[config.mk]
export PLATFORM = sky130hd
export DESIGN_NAME = regfile_sb
export DESIGN_NICKNAME = d
export VERILOG_FILES = /design/src/rtl/regfile_sb.sv
export SDC_FILE = /design/constraint.sdc
export NUM_CORES = 2
export LEC_CHECK = 0
export BUFFER_PORTS_ARGS = -buffer_cell sky130_fd_sc_hd__buf_4
export CORE_UTILIZATION = 47
export CTS_CLUSTER_SIZE = 14
export DETAILED_ROUTE_END_ITERATION = 7
export PLACE_DENSITY = 0.75
export SETUP_SLACK_MARGIN = 0.1
export SYNTH_ARGS = -nofsm -noshare
export SYNTH_HDL_FRONTEND = slang
export SYNTH_SLANG_ARGS = --single-unit
[constraint.sdc]
create_clock -name clk_in -period 5.5 [get_ports clk_in]
set_input_delay 0.825 -clock clk_in [delete_from_list [all_inputs] [get_ports clk_in]]
set_output_delay 0.825 -clock clk_in [all_outputs]
set_load 0.05 [all_outputs]
[src/rtl/regfile_sb.sv]
`default_nettype none
// ============================================================================
//  Module   : regfile_sb
//  Brief    : Multi-read-port integer register file with issue scoreboard.
//             Register 0 is hard-wired to zero. Each register tracks whether
//             a producer is in flight and the tag of that producer.
//             Optional feature macro: REGFILE_BYPASS_EN (same-cycle
//             forwarding of writeback data and post-edge busy/tag status on
//             every read port).
//  Revision : 1.0 - initial release
// ============================================================================
module regfile_sb #(
    parameter int DATA_W = 32,
    parameter int ADDR_W = 5,
    parameter int NUM_RD = 2,
    parameter int TAG_W  = 4
) (
    input  logic                     clk_in,
    input  logic                     rst_in,
    input  logic                     rdy_in,
    input  logic                     wb_en,
    input  logic [ADDR_W-1:0]        wb_addr,
    input  logic [DATA_W-1:0]        wb_data,
    input  logic [TAG_W-1:0]         wb_tag,
    input  logic                     iss_en,
    input  logic [ADDR_W-1:0]        iss_addr,
    input  logic [TAG_W-1:0]         iss_tag,
    input  logic                     flush,
    input  logic [NUM_RD-1:0]        rd_en,
    input  logic [NUM_RD*ADDR_W-1:0] rd_addr,
    output logic [NUM_RD*DATA_W-1:0] rd_data,
    output logic [NUM_RD-1:0]        rd_busy,
    output logic [NUM_RD*TAG_W-1:0]  rd_tag,
    output logic [ADDR_W:0]          busy_cnt
);

    localparam int c_depth = 2 ** ADDR_W;

    logic [DATA_W-1:0] r_regs [c_depth];
    logic [TAG_W-1:0]  r_tag  [c_depth];
    logic [c_depth-1:0] r_busy;
    logic [ADDR_W:0]   r_busy_cnt;

    logic w_wb_act;
    logic w_iss_act;
    logic w_clr;
    logic w_inc;
    logic w_dec;

    // Qualify writeback/issue and decide scoreboard clear and counter deltas
    always_comb begin
        w_wb_act  = wb_en  && (wb_addr  != '0);
        w_iss_act = iss_en && (iss_addr != '0);
        // Only the producer currently holding the reservation may release it
        w_clr     = w_wb_act && r_busy[wb_addr] && (r_tag[wb_addr] == wb_tag);
        w_inc     = w_iss_act && !r_busy[iss_addr];
        // A same-register issue re-reserves the entry, so no net release
        w_dec     = w_clr && !(w_iss_act && (iss_addr == wb_addr));
    end

    // Register data, scoreboard and busy counter update
    always_ff @(posedge clk_in) begin
        if (rst_in) begin
            for (int k = 0; k < c_depth; k++) begin
                r_regs[k] <= '0;
                r_tag[k]  <= '0;
            end
            r_busy     <= '0;
            r_busy_cnt <= '0;
        end else if (rdy_in) begin
            if (w_wb_act) begin
                r_regs[wb_addr] <= wb_data;
            end
            if (flush) begin
                // Mispredict: every reservation is dropped, including a
                // same-cycle issue; the writeback data above still lands
                for (int k = 0; k < c_depth; k++) begin
                    r_tag[k] <= '0;
                end
                r_busy     <= '0;
                r_busy_cnt <= '0;
            end else begin
                if (w_clr) begin
                    r_busy[wb_addr] <= 1'b0;
                    r_tag[wb_addr]  <= '0;
                end
                // Issue is written last so it wins over a same-register clear
                if (w_iss_act) begin
                    r_busy[iss_addr] <= 1'b1;
                    r_tag[iss_addr]  <= iss_tag;
                end
                r_busy_cnt <= r_busy_cnt + {{ADDR_W{1'b0}}, w_inc}
                                         - {{ADDR_W{1'b0}}, w_dec};
            end
        end
    end

    assign busy_cnt = rst_in ? '0 : r_busy_cnt;

    for (genvar gi = 0; gi < NUM_RD; gi++) begin : g_rd
        logic [ADDR_W-1:0] w_addr;
        logic [DATA_W-1:0] w_data;
        logic              w_busy;
        logic [TAG_W-1:0]  w_tag;

        assign w_addr = rd_addr[gi*ADDR_W +: ADDR_W];

        // Per-port combinational operand and status lookup
        always_comb begin
            w_data = r_regs[w_addr];
            w_busy = r_busy[w_addr];
            w_tag  = r_tag[w_addr];
`ifdef REGFILE_BYPASS_EN
            // Present the value the state will hold after the coming edge
            if (rdy_in) begin
                if (w_wb_act && (wb_addr == w_addr)) begin
                    w_data = wb_data;
                end
                if (flush) begin
                    w_busy = 1'b0;
                    w_tag  = '0;
                end else if (w_iss_act && (iss_addr == w_addr)) begin
                    w_busy = 1'b1;
                    w_tag  = iss_tag;
                end else if (w_clr && (wb_addr == w_addr)) begin
                    w_busy = 1'b0;
                    w_tag  = '0;
                end
            end
`endif
            if (rst_in || !rd_en[gi] || (w_addr == '0)) begin
                w_data = '0;
                w_busy = 1'b0;
                w_tag  = '0;
            end else if (!w_busy) begin
                w_tag  = '0;
            end
        end

        assign rd_data[gi*DATA_W +: DATA_W] = w_data;
        assign rd_busy[gi]                  = w_busy;
        assign rd_tag[gi*TAG_W +: TAG_W]    = w_tag;
    end

endmodule
`default_nettype wire

### After elaboration in Yosys (flattened, before gate mapping)

Memories as Yosys holds them, arrays and structs flattened.
Cells that the tools add are included.

| storage, ports and cells | value |
|---|---|
| flip-flop bits (word level) | 38 |
| memory bits (writable) | 1152 |
| output and inout port bits | 80 |
| logic and storage cells | 162 |
| memories kept | 2 |

| operators by class | value |
|---|---|
| add/subtract/negate cells | 2 |
| magnitude comparators | 6 |
| equal/unequal tests | 2 |
| mux-type cells | 89 |
| bitwise gates (word level) | 35 |
| reductions and logical operators | 24 |

Memory list:

| memory | words | bits a word | read ports | clocked after Yosys merged registers in | wr ports | RTL line | RTL |
|---|---|---|---|---|---|---|---|
| r_regs | 32 | 32 | 2 | 0 | 32 | 39 | `logic [DATA_W-1:0] r_regs [c_depth];` |
| r_tag | 32 | 4 | 3 | 0 | 32 | 40 | `logic [TAG_W-1:0] r_tag [c_depth];` |

Operators by type and width:

| kind | number |
|---|---|
| $mux 32 | 9 |
| $mux 4 | 38 |
| $and 32x32->32 | 1 |
| $not 32->32 | 1 |
| $or 1x1->1 | 32 |
| $or 32x32->32 | 1 |
| $reduce_or 32->1 | 1 |
| $mux 1 | 31 |
| $lt 5x6->1 const B | 4 |
| $bmux 1 s5 | 4 |
| $mux 5 | 3 |
| $mux 6 | 2 |
| $demux 1 s5 | 2 |
| $ge 5x1->1 const B | 2 |
| $logic_not 5->1 | 2 |
| $reduce_bool 5->1 | 2 |
| $logic_and 1x1->1 | 9 |
| $reduce_or 4->1 | 2 |
| $add 6x1->6 | 1 |
| $sub 6x1->6 | 1 |
| $eq 5x5->1 | 1 |
| $eq 4x4->1 | 1 |
| $logic_not 1->1 | 4 |
| $logic_or 1x1->1 | 4 |

### Depth between registers and ports, before layout

| depth | value |
|---|---|
| word-level depth | 13 |
| mapped depth | 20 |

### Least setup slack after synthesis

OpenSTA, ideal clock, no wires.

| timing | value |
|---|---|
| kind | input -> register |
| start point | input iss_addr[0] |
| end point | register r_busy_cnt[5] |
| arrival time | 4155 ps |
| required time | 5426 ps |
| slack | 1271 ps |
| stages on the path | 16 |
| buffers on the path | 2 |
| cell sequence | clkbuf_1 > buf_1 > mux4_2 > a211oi_1 > a21oi_1 > or3_1 > ha_1 > inv_1 > ha_1 > a21o_1 > a21oi_1 > o21bai_1 > a21oi_1 > xnor2_1 > or3_1 > o21ai_0 |

| between the ends | value |
|---|---|
| word-level cells in the longest chain between the ends | 7 |
| elaborated cells between the ends (all ways) | 13 |

Ends and longest elaborated chain:

| element | RTL line | RTL |
|---|---|---|
| start, declared | 26 | `input logic [ADDR_W-1:0] iss_addr,` |
| $bmux 1 s5 or $reduce_bool 5->1 (tied branches) | 56, 53 |  |
| $mux 1 (implied by the code) or $logic_and 1x1->1 (tied branches) | 56, 53 |  |
| $logic_not 1->1 or $logic_and 1x1->1 (tied branches) | 56, 58 |  |
| $logic_and 1x1->1 or $logic_not 1->1 (tied branches) | 56, 58 |  |
| $add 6x1->6 or $logic_and 1x1->1 (tied branches) | 92, 58 |  |
| $sub 6x1->6 * | 93 | `- {{ADDR_W{1'b0}}, w_dec};` |
| $mux 6 * | 74 | `if (flush) begin` |
| end signal, assigned | 92 | `r_busy_cnt <= r_busy_cnt + {{ADDR_W{1'b0}}, w_inc}` |
| end, declared | 42 | `logic [ADDR_W:0] r_busy_cnt;` |

Mark *: on every way between the ends. The rest lies on a longest branch, timed or not. The select of a mux whose other input is x is not followed.
A chain may end at the register's enable or synchronous reset.

### Worst setup path in the final report

| timing | value |
|---|---|
| start point | input rd_addr[7] |
| end point | output rd_data[61] |

| between the ends | value |
|---|---|
| word-level cells in the longest chain between the ends | 3 |
| elaborated cells between the ends (all ways) | 4 |

Ends and longest elaborated chain:

| element | RTL line | RTL |
|---|---|---|
| start, declared | 30 | `input logic [NUM_RD*ADDR_W-1:0] rd_addr,` |
| branches (longest 2 deep; another with $mem_v2 32x32) | -- |  |
| $mux 32 * | 131 | `if (rst_in \|\| !rd_en[gi] \|\| (w_addr == '0)) begin` |
| end, declared | 31 | `output logic [NUM_RD*DATA_W-1:0] rd_data,` |

Mark *: on every way between the ends.

==> impl_results.md <==
- Status: complete, no violations
- Share of layout cells above drive strength 1: 0.207
- Hold Path Stages: 2
- GR Util All Layers: 0.323
- Top-area cell type share of the netlist area: 0.518
- Actual slew at the worst max-slew pin: 1150 ps
- GRT Residual Overflow: 0
- Fin Clk Skew: just under 40 ps
- R2R Setup Slk: 1180 ps
- TritonCTS clock tree: done
- Post-DP HPWL: 143000 um
- Max cap viols: 0
- PnR worst setup slack: between 400 and 500 ps
- Clock share of power: 0.378
- First-pass GRT wire length: approximately 330000 um
- Row Count: approximately 140
- Hold EP: r_busy_cnt[3]
- Total clock sinks: 1190
- DR DRC count: 0
- Internal Power: 0.0161 W
- Count of pins over their slew limit: 0
- Max clock buf depth: 3
- Launch point of the worst hold path: rst_in
- Number of flops mapped to enable cells by yosys: between 1000 and 1500
- Vias per inst: 6.84
- Initial DRC Count: roughly 8000
- Final nets: between 5000 and 6000
- M1 wire length: 83100 um
- Area leader, netlist: edfxtp_1
- CTS Buf Count: 120
- Mean Syn Cell Area: 12.9 sq um
- Post-placement setup slack: 402 ps
- Die height: 379 um
- Setup crit end kind: output port
- Met2 routed WL: between 100000 and 150000 um
- Placed Cells: 6894
- Pwr/cell area: ~300 nW/um^2
- Skew-Pair Late Insertion Delay: ~750 ps
- P_leak: between 20 and 30 nW
- Vias: 48700
- DR WL/cell: 33.1 um
- I/O pins: between 100 and 150
- Fillers: 11600
- Starting Density: 0.476
- Die ar.: between 100000 and 150000 sq um
- Reg2reg end: r_busy_cnt[5]
- Slowest-stage cell, CP: nand2b_2
- Htree depth: 3
- Core area: ~140000 sq um
- Antenna violations before repair: 23
- Final Non-Filler Cells: 7123
- R2r startpoint: r_tag[3][1]
- CP Data Arrival Time: 4250 ps
- Critical path startpoint category: input pin
- Distinct cells, synth: 56
- Synth cell count leaders: 1152 x edfxtp_1, 1118 x and2_1, 461 x mux2i_1
- Combinational share of power: 0.134
- CP Cell Sequence: buf_4, nand2b_2, o21ai_0, a21oi_1, nor2_1, o21ai_0, o21ai_0, nor2_1, buf_4
- Critical Path Start: rd_addr[7]
- Placer Congestion: 0.978
- Synth async-reset ratio: 0
- Final Cycle Share: 0.922
- Primary FF master, synth: edfxtp_1
- Largest net degree at the start of global routing: 76
- Clock root buffer: clkbuf_16
- Final wirelength: about 240000 um
- Max Used Layer: met5
- Post-Syn Instances: just over 5000
- Yosys reg bits: 1190
- RSZ-0062 raised after global routing: false
- Max Clk Rate: 197 MHz
- Metal3 WL: ~35000 um
- Ys Warns: 0
- Sequential Power Share: 0.488
- Post-CTS Hold Buffers: 0
- Number of routed nets with antenna violations: 0
- Worst Reg-to-Reg Cells: 17
- Area growth syn-to-layout: 11.4%
- WHS: 475 ps
- Final hold vios: 0
- Fin crit period: slightly above 5000 ps
- Area contributors post-synth: edfxtp_1 52%, mux4_2 12%, and2_1 10%
- Seq/Total Area, Yosys: 0.529
- Crit Path Max Fanout: 22
- Setup_tns: 0 ps
- Setup-failing EPs final: 0
- NetSw: just under 0.006 W
- Clock Pin Slew Worst Setup and Hold Paths: approximately 60 ps
- Horiz. Die Dim: 379 um
- Worst EP required: 4680 ps
- Worst path max stage delay: between 900 and 1000 ps
- Port Buffers: 147
- Pre-antenna DRT Iters: 7
- Setup bufs post-CTS: 0
- Worst hold path class: input pin to flop
- Slew HR: 0.232
- Most numerous cell in the Yosys netlist: edfxtp_1
- CTS resizes: 0
- Worst VDD drop: 293 uV
- Post-Synthesis Cell Area: ~67000 sq um
- Setup CP Type: input pin to output port
- Vias in the first global route: between 40000 and 50000
- Switching part of the total: 0.266
- CP most frequent cell: o21ai_0
## logic make-up (layout without fill, tap and decap cells)
kind of cell | Yosys count | count (layout) | share of synthesized area
mux | 960 | 960 | 0.216
buf+inv | 532 | 569 | 0.0323
xor+xnor | 10 | 10 | 0.00131
compound gates | 853 | 853 | 0.0813
other cells | 1 | 44 | 0.0000561
simple gates | 1614 | 1614 | 0.139
flops | 1190 | 1190 | 0.529
fa+ha+maj | 7 | 7 | 0.00142
## through the flow
step	cell area, sq um	util	total power [W]
after floorplan	66900	-	0.0126
final	74400	0.531	0.0220
after detailed placement	70500	0.502	0.0138
after global routing	74400	0.530	0.0224
after global placement	70500	0.502	0.0137
after CTS	74400	0.530	0.0219
## worst max-delay path: cells and delay by family
kind	cells	cell delay (ps)
AO/OA/AOI/OAI	4	1520
buffers and inverters	2	700
AND/OR/NAND/NOR	3	1150
## power by group through the flow
stage               combinational [W]  clock [W]  sequential, W
floorplan                     0.00185          0         0.0108
global placement              0.00281          0         0.0109
detailed placement            0.00285          0         0.0109
CTS                           0.00286    0.00830         0.0107
global route                  0.00303    0.00863         0.0108
finish                        0.00294    0.00831         0.0107
## registers in the layout, summed over array words and instances, names as in the netlist
register	cells
r_busy_cnt	6
r_regs	1024
r_busy	32
r_tag	128
## cell type report
| cell class | instances | area (sq um) | share of cell area |
|---|---|---|---|
| Multi-Input combinational cell | 3480 | 29700 | 0.399 |
| Sequential cell | 1190 | 35400 | 0.475 |
| Antenna cell | 8 | 20.0 | 0.000269 |
| Tap cell | 1876 | 2350 | 0.0316 |
| Clock inverter | 77 | 826 | 0.0111 |
| Timing Repair Buffer | 331 | 2980 | 0.0401 |
| Inverter | 17 | 63.8 | 0.000858 |
| Clock buffer | 144 | 3090 | 0.0416 |
## metal layers
metal	track usage	vias up
met2	0.482	4160
met1	0.423	24200
met5	0.00274	-
met4	0.172	24
met3	0.0990	822
li1	-	19500
## worst max-delay path by stage
stage | slack (ps) | to | cells after the start
3_5_place_dp | 400 | r_busy_cnt[5] | 19
6_report | 430 | rd_data[61] | 9
3_3_place_gp | 370 | r_busy_cnt[5] | 19
4_1_cts | 660 | rd_data[54] | 10
5_1_grt | 500 | rd_data[61] | 9
2_1_floorplan | 1270 | r_busy_cnt[5] | 16
## cell usage in the layout, fill, tap and decap left out, drive strengths merged, types with 44 or more instances in the layout
master	count
clkinv	58
o21ai	257
and2	1118
o211ai	65
a221oi	129
buf	329
clkbuf	146
edfxtp	1152
nand2	44
a21oi	196
mux2	129
nor2	314
mux4	370
mux2i	461
a22oi	133
(Power assumes the default switching activity.)
